### src/rtl/multdiv_sequencer.sv
// Issues one start pulse per mul/div in X, stalls the pipeline until the shared
// multdiv unit answers (or a watchdog fires), and drains squashed operations.
module multdiv_sequencer #(
  parameter int WIDTH   = 32,
  parameter int TIMEOUT = 64
) (
  input  logic             clock,
  input  logic             reset,
  input  logic             x_mul,
  input  logic             x_div,
  input  logic             flush,
  input  logic             md_ready,
  input  logic [WIDTH-1:0] md_result,
  input  logic             md_exception,
  output logic             ctrl_MULT,
  output logic             ctrl_DIV,
  output logic             stall,
  output logic [WIDTH-1:0] result,
  output logic             result_valid,
  output logic [2:0]       exc_code,
  output logic             timeout
);

  localparam int CW = (TIMEOUT > 2) ? $clog2(TIMEOUT) : 1;
  localparam logic [CW-1:0] COUNT_LAST = CW'(TIMEOUT - 1);

  typedef enum logic [2:0] {
    S_IDLE,
    S_ISSUE,
    S_BUSY,
    S_DONE,
    S_DRAIN
  } state_t;

  state_t           state_q;
  logic             kind_mul_q;
  logic [CW-1:0]    count_q;
  logic             ctrl_mult_q;
  logic             ctrl_div_q;
  logic [WIDTH-1:0] result_q;
  logic             result_valid_q;
  logic [2:0]       exc_code_q;
  logic             timeout_q;

  logic             op;
  logic             count_last;
  logic [2:0]       kind_code;

  assign op         = x_mul | x_div;
  assign count_last = (count_q == COUNT_LAST);
  assign kind_code  = kind_mul_q ? 3'd4 : 3'd5;

  // A new op is held back while an old one drains, but DONE must let X advance.
  assign stall = (op & ~flush & ~reset & (state_q != S_DONE))
               | ((state_q == S_DRAIN) & op & ~reset);

  // Pulses are masked by reset so an aborted issue never reaches the unit.
  assign ctrl_MULT    = ctrl_mult_q & ~reset;
  assign ctrl_DIV     = ctrl_div_q & ~reset;
  assign result       = result_q;
  assign result_valid = result_valid_q;
  assign exc_code     = exc_code_q;
  assign timeout      = timeout_q;

  always_ff @(posedge clock) begin
    if (reset) begin
      state_q        <= S_IDLE;
      kind_mul_q     <= 1'b0;
      count_q        <= '0;
      ctrl_mult_q    <= 1'b0;
      ctrl_div_q     <= 1'b0;
      result_q       <= '0;
      result_valid_q <= 1'b0;
      exc_code_q     <= 3'd0;
      timeout_q      <= 1'b0;
    end else begin
      ctrl_mult_q    <= 1'b0;
      ctrl_div_q     <= 1'b0;
      result_valid_q <= 1'b0;
      case (state_q)
        S_IDLE: begin
          if (op && !flush) begin
            kind_mul_q  <= x_mul;
            ctrl_mult_q <= x_mul;
            ctrl_div_q  <= ~x_mul;
            state_q     <= S_ISSUE;
          end
        end
        S_ISSUE: begin
          count_q <= '0;
          state_q <= flush ? S_DRAIN : S_BUSY;
        end
        S_BUSY: begin
          count_q <= count_q + CW'(1);
          if (md_ready) begin
            result_q       <= md_result;
            exc_code_q     <= md_exception ? kind_code : 3'd0;
            result_valid_q <= 1'b1;
            state_q        <= S_DONE;
          end else if (count_last) begin
            result_q       <= '0;
            exc_code_q     <= kind_code;
            timeout_q      <= 1'b1;
            result_valid_q <= 1'b1;
            state_q        <= S_DONE;
          end else if (flush) begin
            state_q <= S_DRAIN;
          end
        end
        S_DONE: begin
          state_q <= S_IDLE;
        end
        S_DRAIN: begin
          // The unit is still busy with the squashed op; wait it out silently.
          count_q <= count_q + CW'(1);
          if (md_ready || count_last) begin
            state_q <= S_IDLE;
          end
        end
        default: begin
          state_q <= S_IDLE;
        end
      endcase
    end
  end

endmodule

### config.mk
export PLATFORM = sky130hd
export DESIGN_NAME = multdiv_sequencer
export DESIGN_NICKNAME = d
export VERILOG_FILES = /design/src/rtl/multdiv_sequencer.sv
export SDC_FILE = /design/constraint.sdc
export NUM_CORES = 1
export LEC_CHECK = 0
export BUFFER_PORTS_ARGS = -buffer_cell sky130_fd_sc_hd__buf_2
export CORE_MARGIN = 3
export CORE_UTILIZATION = 46
export DETAILED_ROUTE_END_ITERATION = 10
export PLACE_DENSITY = 0.85
export SYNTH_ARGS = -nofsm -noshare
export SYNTH_HDL_FRONTEND = slang
export SYNTH_SLANG_ARGS = --single-unit
### constraint.sdc
create_clock -name clock -period 2.4 [get_ports clock]
set_clock_uncertainty 0.2 [all_clocks]
set_input_delay 0.36 -clock clock [delete_from_list [all_inputs] [get_ports clock]]
set_output_delay 0.36 -clock clock [all_outputs]
set_load 0.05 [all_outputs]
==> Word-level counts from Yosys, hierarchy flattened <==
Cells that the tools add are included.
{ "totals": {"mem_bits_ro": 0, "register_bits": 49, "input_bits": 39, "ram_bits": 0, "memories": 0, "latchBits": 0, "wordCells": 63, "output_inout_bits": 40} }
{ "classes": {"n_bitwise": 16, "addsub": 1, "shifts": 0, "div_mod_pow": 0, "muxes": 16, "n_eq_ne": 8, "multipliers": 0, "order_cmp": 0, "reduce_logical": 13} }
{ "ops": {"columns": ["op", "count"], "rows": [
  ["$mux W32", 2],
  ["$mux W3", 9],
  ["$pmux W3 S4", 1],
  ["$pmux W6 S2", 1],
  ["$and A1 B1 Y1", 7],
  ["$not A1 Y1", 7],
  ["$add A6 B1 Y6 const B", 1],
  ["$eq A6 B6 Y1 const B", 1],
  ["$reduce_and A3 Y1", 2],
  ["$ne A4 B4 Y1 const B", 1],
  ["$reduce_and A2 Y1", 2],
  ["$reduce_bool A2 Y1", 2],
  ["$reduce_or A2 Y1", 2],
  ["$eq A3 B1 Y1 const B", 1],
  ["$eq A3 B2 Y1 const B", 1],
  ["$eq A3 B3 Y1 const B", 1],
  ["$logic_not A3 Y1", 1],
  ["$mux W1", 3],
  ["$ne A3 B2 Y1 const B", 1],
  ["$reduce_or A3 Y1", 1],
  ["$ne A2 B1 Y1 const B", 1],
  ["$ne A2 B2 Y1 const B", 1],
  ["$or A1 B1 Y1", 2],
  ["$logic_and A1 B1 Y1", 1],
  ["2 further kinds", 2]
]} }

==> Longest topological paths before layout <==
Gate-level depths: netlist of run 1.
{ "depth": {"depth_word": 5, "ltp_mapped": 6, "mapped_depth_nobuf": 5} }

==> Worst setup path before layout of run 1 <==
OpenSTA, ideal clock, no wires.
{ "synth_timing": {"kind": "reg-to-output", "start": "reg state_q[0]", "end": "out stall", "stages_incl_launch_ff": 6, "arrival_time_ps": 1867, "slack_ps": -27, "required_time_ps": 1840, "path_buffers": 2, "cell_sequence": "dfxtp_1 -> clkbuf_1 -> buf_1 -> inv_1 -> a21oi_1 -> nor3_1"} }
{ "synth_via": {"elab_chain_cells": 4, "elab_cells_between_ends": 6, "cone_classes": "eq/ne (2); bitwise (4)"} }
{ "synth_lines": {"columns": ["element", "line", "rtl"], "rows": [
  ["start: declaration", "35", "state_t state_q;"],
  ["start signal: assignment", "91", "state_q <= flush ? S_DRAIN : S_BUSY;"],
  ["$eq A3 B3 Y1", "55", "| ((state_q == S_DRAIN) & op & ~reset);"],
  ["$and A1 B1 Y1 (2 in a row)", "55", null],
  ["$or A1 B1 Y1 (*)", "55", null],
  ["end: declaration", "17", "output logic stall,"]
]} }
Every way passes the cells marked *; elsewhere a longest branch is shown, timed or not.

==> Final worst setup path of run 1 <==
{ "layout_timing": {"start": "reg state_q[2]", "end": "out stall"} }
The elaborated chain is that of the path after synthesis.

==> results of run 1 <==
-- per-layer routing --
metal / up-vias / wire length [um]
li1: 801 / -
met1: 737 / 1720
met4: 0 / 72
met5: - / 0
met2: 66 / 1850
met3: 7 / 350
-- report_power, final --
| group | switching, mW | leakage [nW] | internal (mW) |
|---|---|---|---|
| combinational | 0.0999 | 0.627 | 0.0657 |
| sequential | 0.0278 | 0.388 | 0.813 |
| clock | 0.253 | 0.0445 | 0.234 |
| total | 0.381 | 1.06 | 1.11 |
-- area by class of cell --
class                      instances  area (um^2)
fill                             331         1430
clock buffer                       7         86.3
timing repair buffer              80          408
clock inverter                     1         7.51
sequential                        48          961
inverter                           3         11.3
multi-input combinational        113          783
tap                               48         60.1
-- flip-flops by register name, indices dropped and copies added, names as in the netlist --
name,cells
kind_mul_q,1
timeout,1
result,32
exc_code,2
state_q,3
count_q,6
ctrl_mult_q,1
ctrl_div_q,1
result_valid,1
-- cells in the final DEF, fill, tap and decap left out, drive strengths merged, types with 2 or more instances in the layout --
cell type   n
buf        80
dfxtp      48
a22o       32
nor2        9
a21oi       9
nand2       8
nor3        8
clkbuf      7
o21ai       5
nand3       5
inv         3
or3         3
a211oi      3
nor2b       2
xnor2       2
nor4        2
a2111oi     2
nor3b       2
-- worst paths after layout --
| path | endpoint | depth (start not counted) |
|---|---|---|
| worst max-delay path | stall | 5 |
| worst min-delay path | result[10] | 2 |
| worst max register to register | exc_code[0] | 3 |
| worst min register to register | timeout | 2 |
-- cells in the mapped netlist (3+ instances only) --
library cell,instances,area (um^2)
dfxtp_1,48,961
a22o_1,32,280
a21oi_1,9,45.0
nor2_1,9,33.8
clkbuf_1,8,30.0
nand2_1,8,30.0
nor3_1,8,40.0
nand3_1,5,25.0
o21ai_0,5,25.0
buf_2,4,20.0
a211oi_1,3,22.5
inv_1,3,11.3
or3_1,3,18.8
-- critical path, delay by kind of cell (launching register included) --
kind | cells | cell delay [ns]
AOI/OAI and AO/OA | 2 | 0.29
buffers and inverters | 2 | 0.45
and+or+nand+nor | 1 | 0.11
DFF | 1 | 0.50
-- cells by family (layout without fill, tap and decap cells) --
logic type               after synthesis  count (layout)  synth area share (%)
XOR/XNOR                               3               3                  1.45
multiplexers                           1               1                 0.551
AND/OR/NAND/NOR                       46              46                  13.6
AO/OA/AOI/OAI                         61              61                  26.0
buffers and inverters                 18              91                  4.61
other                                  1               1                 0.206
adder cells (fa/ha/maj)                1               1                 0.689
flip-flops                            48              48                  52.9
==> results by group, run 1 <==
Route
  – Vias per cell: around 5.4
  – Drt initial violations: 88
  – DR DRC count: 0
  – Antenna-violating nets left: 0
  – Router iterations before antenna repair: 4
  – Total wire length: 4000 um
  – Vias post-DR: 1611
  – Wire per inst: between 10 and 15 um

Placement
  – Worst slack, placed: about 0.46 ns
  – Port Buffers: 77
  – Placed Instances: between 200 and 300
  – Final RePlAce weighted congestion: approximately 0.86
  – Placed cell area: between 2000 and 2500 um^2
  – Dpl hpwl: around 3000 um

Setup path
  – Crit-path cells: inv_1 > o21ai_0 > a21oi_1 > nor3_2 > buf_2
  – Crit path capture type: primary output
  – Crit path from: state_q[2]
  – Kind of critical path: register to primary output
  – Crit-path max FO: 8
  – Critical Path Max Stage Delay: about 0.5 ns
  – Reg2reg start: state_q[0]
  – Slowest CP cell: dfxtp_1
  – Worst EP arrival: between 1.5 and 2 ns
  – Reg2Reg Setup Slack: 0.44 ns
  – Critical Path RT: approximately 1.8 ns
  – CP Launch Type: register

Timing
  – Final hold violation count: 0
  – Fmax: between 0.4 and 0.5 GHz
  – Setup-failing EPs final: 0
  – Slew headroom: roughly 54%
  – Slew @ Worst Pin: about 0.69 ns
  – Crit share post-route: between 90% and 100%
  – Min Hold Slack: approximately 0.067 ns
  – Fin Setup TNS: 0 ns
  – Final WS setup: around 0.19 ns
  – RSZ-0062 raised after global routing: no
  – Slew Limit Fails: 0
  – Final Critical Period: between 2 and 2.5 ns

Yosys
  – Number of synthesized flops with an enable pin: 0
  – Primary FF master, synth: dfxtp_1
  – Mapped Avg Cell Area: 10.1 um^2
  – Unique masters post-synth: 43
  – Ys async rst share: 0%
  – Register area share after synthesis: 52.9%
  – Mapped cell area: between 1500 and 2000 um^2
  – Syn_nets: 219
  – Post-Syn Instances: ~180
  – Synth Register Bits: between 40 and 50
  – Synthesis Warnings: 0

Pwr
  – Leakage: 1.06 nW
  – PwrDens: between 600 and 700 nW/um^2
  – Peak VDD IR: between 0.3 and 0.4 mV
  – Power Total: 1.49 mW

Clock network
  – # H-tree levels: 2
  – Clock tree buffer depth: 2
  – Clock root cell: clkbuf_8
  – CTS clk-pin slew, worst paths: approximately 0.08 ns
  – Clk sinks: 48
  – Clk Latency, worst-skew pair: between 0.2 and 0.3 ns
  – Setup bufs post-CTS: 0
  – CTS Buf Count: 5
  – CTS resizes: 0
  – Hold Buf Count CTS: 0
  – CTS tree: built

Global route
  – GRT met3 Usage: roughly 4.9%
  – GR peak layer: met2
  – Total Routing Usage GR: between 10% and 20%
  – GRT overflow: 0
  – Met1 Usage GRT: between 20% and 30%
  – Grt met2 use: 27.6%
  – Vias in the first global route: roughly 1400
  – Largest net degree at the start of global routing: 33
  – Antenna violations before repair: 0
  – First-pass GRT wire length: roughly 6000 um

Layout
  – Layout net count: around 290
  – Diodes inserted: 0
  – Fin area: roughly 2300 um^2
  – Layout cells sized above 1: around 37%
  – Core Util, Final: between 60% and 70%
  – Final Non-Filler Cells: 300
  – Area Overhead vs Synth: 27.5%

Outcome
  – Status: finished, final reports clean

Floorplan
  – Die Height: roughly 69 um
  – Die width: about 70 um
  – Initial Utilization: about half
  – Die Footprint: roughly 4700 um^2
  – Number of I/O pins: slightly below 80
  – Std-Cell Rows: 22
  – Core Region: 3740 um^2

Flow run
  – Max_cap viols: 0

Hold path
  – Worst min path class: input pin to register
  – Hold Crit Start: md_result[10]
Power figures use the tool's default switching activity.
==> inputs of run 2 (changes only) <==
--- a/config.mk
+++ b/config.mk
@@ -10,6 +10,7 @@
 export CORE_UTILIZATION = 46
 export DETAILED_ROUTE_END_ITERATION = 10
 export PLACE_DENSITY = 0.85
+export RECOVER_POWER = 25
 export SYNTH_ARGS = -nofsm -noshare
 export SYNTH_HDL_FRONTEND = slang
 export SYNTH_SLANG_ARGS = --single-unit
==> run 2 against run 1 <==
First-iteration DRC count is 1.1% higher. Largest power group unchanged. Via count is 1.1% higher. Register-to-register slack about the same. Highest routed layer unchanged. Core utilization is 0.70 points lower. Largest cell class unchanged. Critical path depth did not move. Sequential share of layout area is 0.48 points higher. Non-clock buffer count stayed put. Worst hold slack worse by 0.00067 ns.
==> results by group, run 2 (synthesized netlist as in run 1, its figures left out) <==
Clock network
  – CTS resizes: 0
  – CTS clk-pin slew, worst paths: roughly 0.080 ns
  – Setup bufs post-CTS: 0
  – Clock tree buffer depth: 2
  – Hold Buf Count CTS: 0
  – Clk sinks: 48
  – Clk Latency, worst-skew pair: between 0.2 and 0.3 ns
  – CTS tree: built
  – # H-tree levels: 2
  – CTS Buf Count: 5
  – Clock root cell: clkbuf_8

Global route
  – Total Routing Usage GR: between 10% and 20%
  – First-pass GRT wire length: approximately 6000 um
  – GRT overflow: 0
  – Vias in the first global route: between 1000 and 1500
  – Largest net degree at the start of global routing: 33
  – Antenna violations before repair: 0

Setup path
  – Critical Path Sink: stall
  – Reg2Reg Setup Slack: 0.44 ns
  – Depth of the worst register-to-register path: 3
  – Crit path capture type: primary output
  – Kind of critical path: register to primary output
  – Crit path from: state_q[2]
  – Worst EP arrival: roughly 1.6 ns
  – Reg2reg start: state_q[0]
  – Critical Path RT: 1.84 ns
  – CP Launch Type: register
  – Crit-path max FO: 8
  – R2r endpoint: exc_code[0]

Floorplan
  – Core Region: 3740 um^2
  – Initial Utilization: 48.5%
  – Std-Cell Rows: 22
  – Die width: about 69 um
  – Die Height: between 60 and 70 um
  – Die Footprint: roughly 4700 um^2
  – Number of I/O pins: between 70 and 80

Placement
  – Dpl hpwl: approximately 2900 um
  – Worst slack, placed: 0.462 ns
  – Final RePlAce weighted congestion: approximately 0.86
  – Port Buffers: 77

Outcome
  – Status: finished, final reports clean

Layout
  – Area Overhead vs Synth: 26.1%
  – Diodes inserted: 0
  – Layout cells sized above 1: 29.0%
  – Max FFs per register: 32
  – Most frequent cells in the layout: buf_2, dfxtp_1, a22o_1
  – Commonest non-fill, non-tap cell in the layout: buf_2
  – Layout net count: 291

Timing
  – Crit share post-route: between 90% and 100%
  – Slew headroom: a little over half
  – Setup-failing EPs final: 0
  – Slew Limit Fails: 0
  – Final Critical Period: roughly 2.2 ns
  – Fmax: between 0.4 and 0.5 GHz
  – Final WS setup: just under 0.2 ns
  – Fin Setup TNS: 0 ns
  – Slew @ Worst Pin: around 0.68 ns
  – Final hold violation count: 0
  – RSZ-0062 raised after global routing: no

Route
  – Router iterations before antenna repair: 4
  – Vias post-DR: 1629
  – Vias per cell: 5.43
  – Drt initial violations: between 80 and 90
  – Wire per inst: 13.3 um
  – DR DRC count: 0
  – Total wire length: 4000 um
  – Antenna-violating nets left: 0

Pwr
  – Leakage: 0.966 nW
  – PwrDens: 652 nW/um^2
  – Peak VDD IR: roughly 0.35 mV

Flow run
  – Max_cap viols: 0

Hold path
  – Worst min path class: input pin to register
## run 2: stage by stage
stage | total power [mW] | area, um^2 | util, % | std cells | hold slack, ns
global route | 1.56 | 2290 | 61.2 | 300 | 0.0528
finish | 1.49 | 2290 | 61.2 | 300 | 0.0668
floorplan | 0.970 | 1820 | - | 179 | 0.238
CTS | 1.51 | 2320 | 61.9 | 300 | 0.0583
global placement | 1.02 | 2220 | 59.4 | 292 | 0.257
detailed placement | 1.02 | 2220 | 59.4 | 292 | 0.258
## run 2: area by class of cell
cell class | count | area, um^2
fill | 337 | 1450
sequential | 48 | 961
clock inverter | 1 | 7.51
inverter | 3 | 11.3
tap | 48 | 60.1
timing repair buffer | 80 | 382
clock buffer | 7 | 86.3
multi-input combinational | 113 | 783
## run 2: metal layers
layer	share of wire [%]	GRT usage, %
met3	8.9	4.86
met2	47	27.6
met5	0	0
met4	1.8	9.49
met1	43	20.8
## run 2: critical path, stage by stage, from the launching register on
cell and delay [ns]:
dfxtp_1 0.49, inv_1 0.16, o21ai_0 0.19, a21oi_1 0.10, nor3_2 0.11, buf_2 0.28
## run 2: where the power goes
| part | internal [mW] | total (mW) | switching (mW) |
|---|---|---|---|
| sequential | 0.813 | 0.841 | 0.0276 |
| combinational | 0.0650 | 0.165 | 0.100 |
| clock | 0.234 | 0.488 | 0.254 |
| total | 1.11 | 1.49 | 0.382 |
## run 2: worst min path at each step
stage / start / to / depth (start not counted)
floorplan: x_mul / ctrl_div_q / 1
global placement: result[28] / result[28] / 1
detailed placement: result[23] / result[23] / 1
CTS: md_result[0] / result[0] / 2
global route: md_result[30] / result[30] / 2
finish: md_result[10] / result[10] / 2
==> inputs of run 3 (changes only) <==
--- a/config.mk
+++ b/config.mk
@@ -6,7 +6,7 @@
 export NUM_CORES = 1
 export LEC_CHECK = 0
 export BUFFER_PORTS_ARGS = -buffer_cell sky130_fd_sc_hd__buf_2
-export CORE_MARGIN = 3
+export CORE_MARGIN = 4
 export CORE_UTILIZATION = 46
 export DETAILED_ROUTE_END_ITERATION = 10
 export PLACE_DENSITY = 0.85
==> run 3 against run 2 <==
Routed wire length grew 2.4%. First-iteration DRC count grew 57%. Critical path type unchanged. Register-to-register slack gained 0.05 ns. Sequential power shrank 0.8%. Non-clock buffer count is the same. Final cell count shrank 0.67%. Clock power grew 9.0%. Combinational power grew 6%. Sequential share of layout area shrank 0.091 points. Worst hold slack gained 0.0098 ns. Count of clock-buffer cells in the layout shrank 2. Final area grew 0.22%.
==> results by group, run 3 (synthesized netlist as in run 1, its figures left out) <==
Outcome
  – Status: finished, final reports clean

Setup path
  – Kind of critical path: register to primary output
  – Critical Path Sink: stall
  – Crit path from: state_q[2]
  – Crit path capture type: primary output
  – Worst EP arrival: 1.60 ns
  – R2r endpoint: result[22]
  – Reg2Reg Setup Slack: between 0.4 and 0.5 ns
  – Critical Path RT: approximately 1.8 ns
  – Depth of the worst register-to-register path: 5
  – CP Launch Type: register
  – Reg2reg start: state_q[1]
  – Crit-path max FO: 8

Floorplan
  – Core Region: 3740 um^2
  – Std-Cell Rows: 22
  – Die Footprint: ~5000 um^2
  – Die Height: 70.8 um
  – Number of I/O pins: roughly 80
  – Die width: 70.8 um
  – Initial Utilization: between 40% and 50%

Route
  – Vias post-DR: 1573
  – Total wire length: just over 4000 um
  – Antenna-violating nets left: 0
  – DR DRC count: 0
  – Wire per inst: about 14 um
  – Vias per cell: between 5 and 6
  – Drt initial violations: 140
  – Router iterations before antenna repair: 4

Layout
  – Layout net count: just under 300
  – Area Overhead vs Synth: 26.4%
  – Most frequent cells in the layout: buf_2, dfxtp_1, a22o_1
  – Commonest non-fill, non-tap cell in the layout: buf_2
  – Core Util, Final: approximately three fifths
  – Layout cells sized above 1: between 20 and 30%
  – Max FFs per register: 32
  – Fin area: 2300 um^2
  – Diodes inserted: 0

Global route
  – Vias in the first global route: 1459
  – First-pass GRT wire length: ~6500 um
  – Largest net degree at the start of global routing: 33
  – Total Routing Usage GR: 15.8%
  – GRT overflow: 0
  – Antenna violations before repair: 0

Clock network
  – Clk Latency, worst-skew pair: a little under 0.3 ns
  – Hold Buf Count CTS: 0
  – Setup bufs post-CTS: 0
  – # H-tree levels: 2
  – Clock root cell: clkbuf_8
  – Clock tree buffer depth: 2
  – CTS resizes: 0
  – CTS Buf Count: 5
  – CTS clk-pin slew, worst paths: about 0.080 ns
  – Clk sinks: 48
  – CTS tree: built

Timing
  – Fin Setup TNS: 0 ns
  – Slew headroom: around three fifths
  – Slew Limit Fails: 0
  – RSZ-0062 raised after global routing: no
  – Final Critical Period: roughly 2.2 ns
  – Setup-failing EPs final: 0
  – Fmax: ~0.46 GHz
  – Crit share post-route: between 80 and 90%
  – Slew @ Worst Pin: 0.616 ns
  – Final hold violation count: 0

Placement
  – Dpl hpwl: a little under 3000 um
  – Final RePlAce weighted congestion: a little under 0.8
  – Placed cell area: 2220 um^2
  – Port Buffers: slightly below 80

Pwr
  – Leakage: roughly 1 nW
  – PwrDens: approximately 670 nW/um^2
  – Peak VDD IR: ~0.46 mV

Hold path
  – Worst min path class: input pin to register

Flow run
  – Max_cap viols: 0
## run 3: changes by cell type in the layout (fill, tap and decap cells not counted)
cell,change
clkinvlp_4,-1
bufinv_16,+1
clkbuf_8,-1
clkbuf_1,-1
## run 3: worst min path at each step
stage	to	slack, ns	cells past startpoint	from
floorplan	ctrl_div_q	0.24	1	x_mul
global placement	result[21]	0.26	1	result[21]
finish	result[30]	0.08	2	md_result[30]
CTS	result[2]	0.07	2	md_result[2]
detailed placement	timeout	0.25	2	timeout
global route	result[14]	0.07	2	md_result[14]
## run 3: area by class of cell
class                      count  area, um^2
inverter                       3        11.3
tap                           48        60.1
clock buffer                   5        68.8
fill                         353        1450
sequential                    48         961
multi-input combinational    113         783
clock inverter                 1        30.0
timing repair buffer          80         382
## run 3: layer usage
metal | global-route usage [%] | routed length, um
met5 | 0 | 0
met2 | 25.6 | 2070
met3 | 4.97 | 259
met1 | 20.6 | 1750
met4 | 3.76 | 20
## run 3: power breakdown
part / leakage (nW) / total [mW] / switching [mW] / internal (mW)
clock network: 0.0501 / 0.532 / 0.233 / 0.299
registers: 0.388 / 0.834 / 0.0209 / 0.813
logic: 0.535 / 0.175 / 0.109 / 0.0663
total: 0.973 / 1.54 / 0.363 / 1.18
## run 3: critical path, cell delays in order (launching register included)
cell and delay (ns):
dfxtp_1 0.51, inv_1 0.17, o21ai_0 0.17, a21oi_1 0.09, nor3_2 0.09, buf_2 0.28
## run 3: per-stage QoR
stage | setup slack, ns | hold slack (ns) | power [mW] | std cells
floorplan | 0.399 | 0.238 | 0.970 | 179
CTS | 0.237 | 0.0690 | 1.55 | 298
finish | 0.241 | 0.0766 | 1.54 | 298
detailed placement | 0.503 | 0.254 | 1.03 | 292
global placement | 0.549 | 0.257 | 1.02 | 292
global route | 0.0757 | 0.0698 | 1.60 | 298
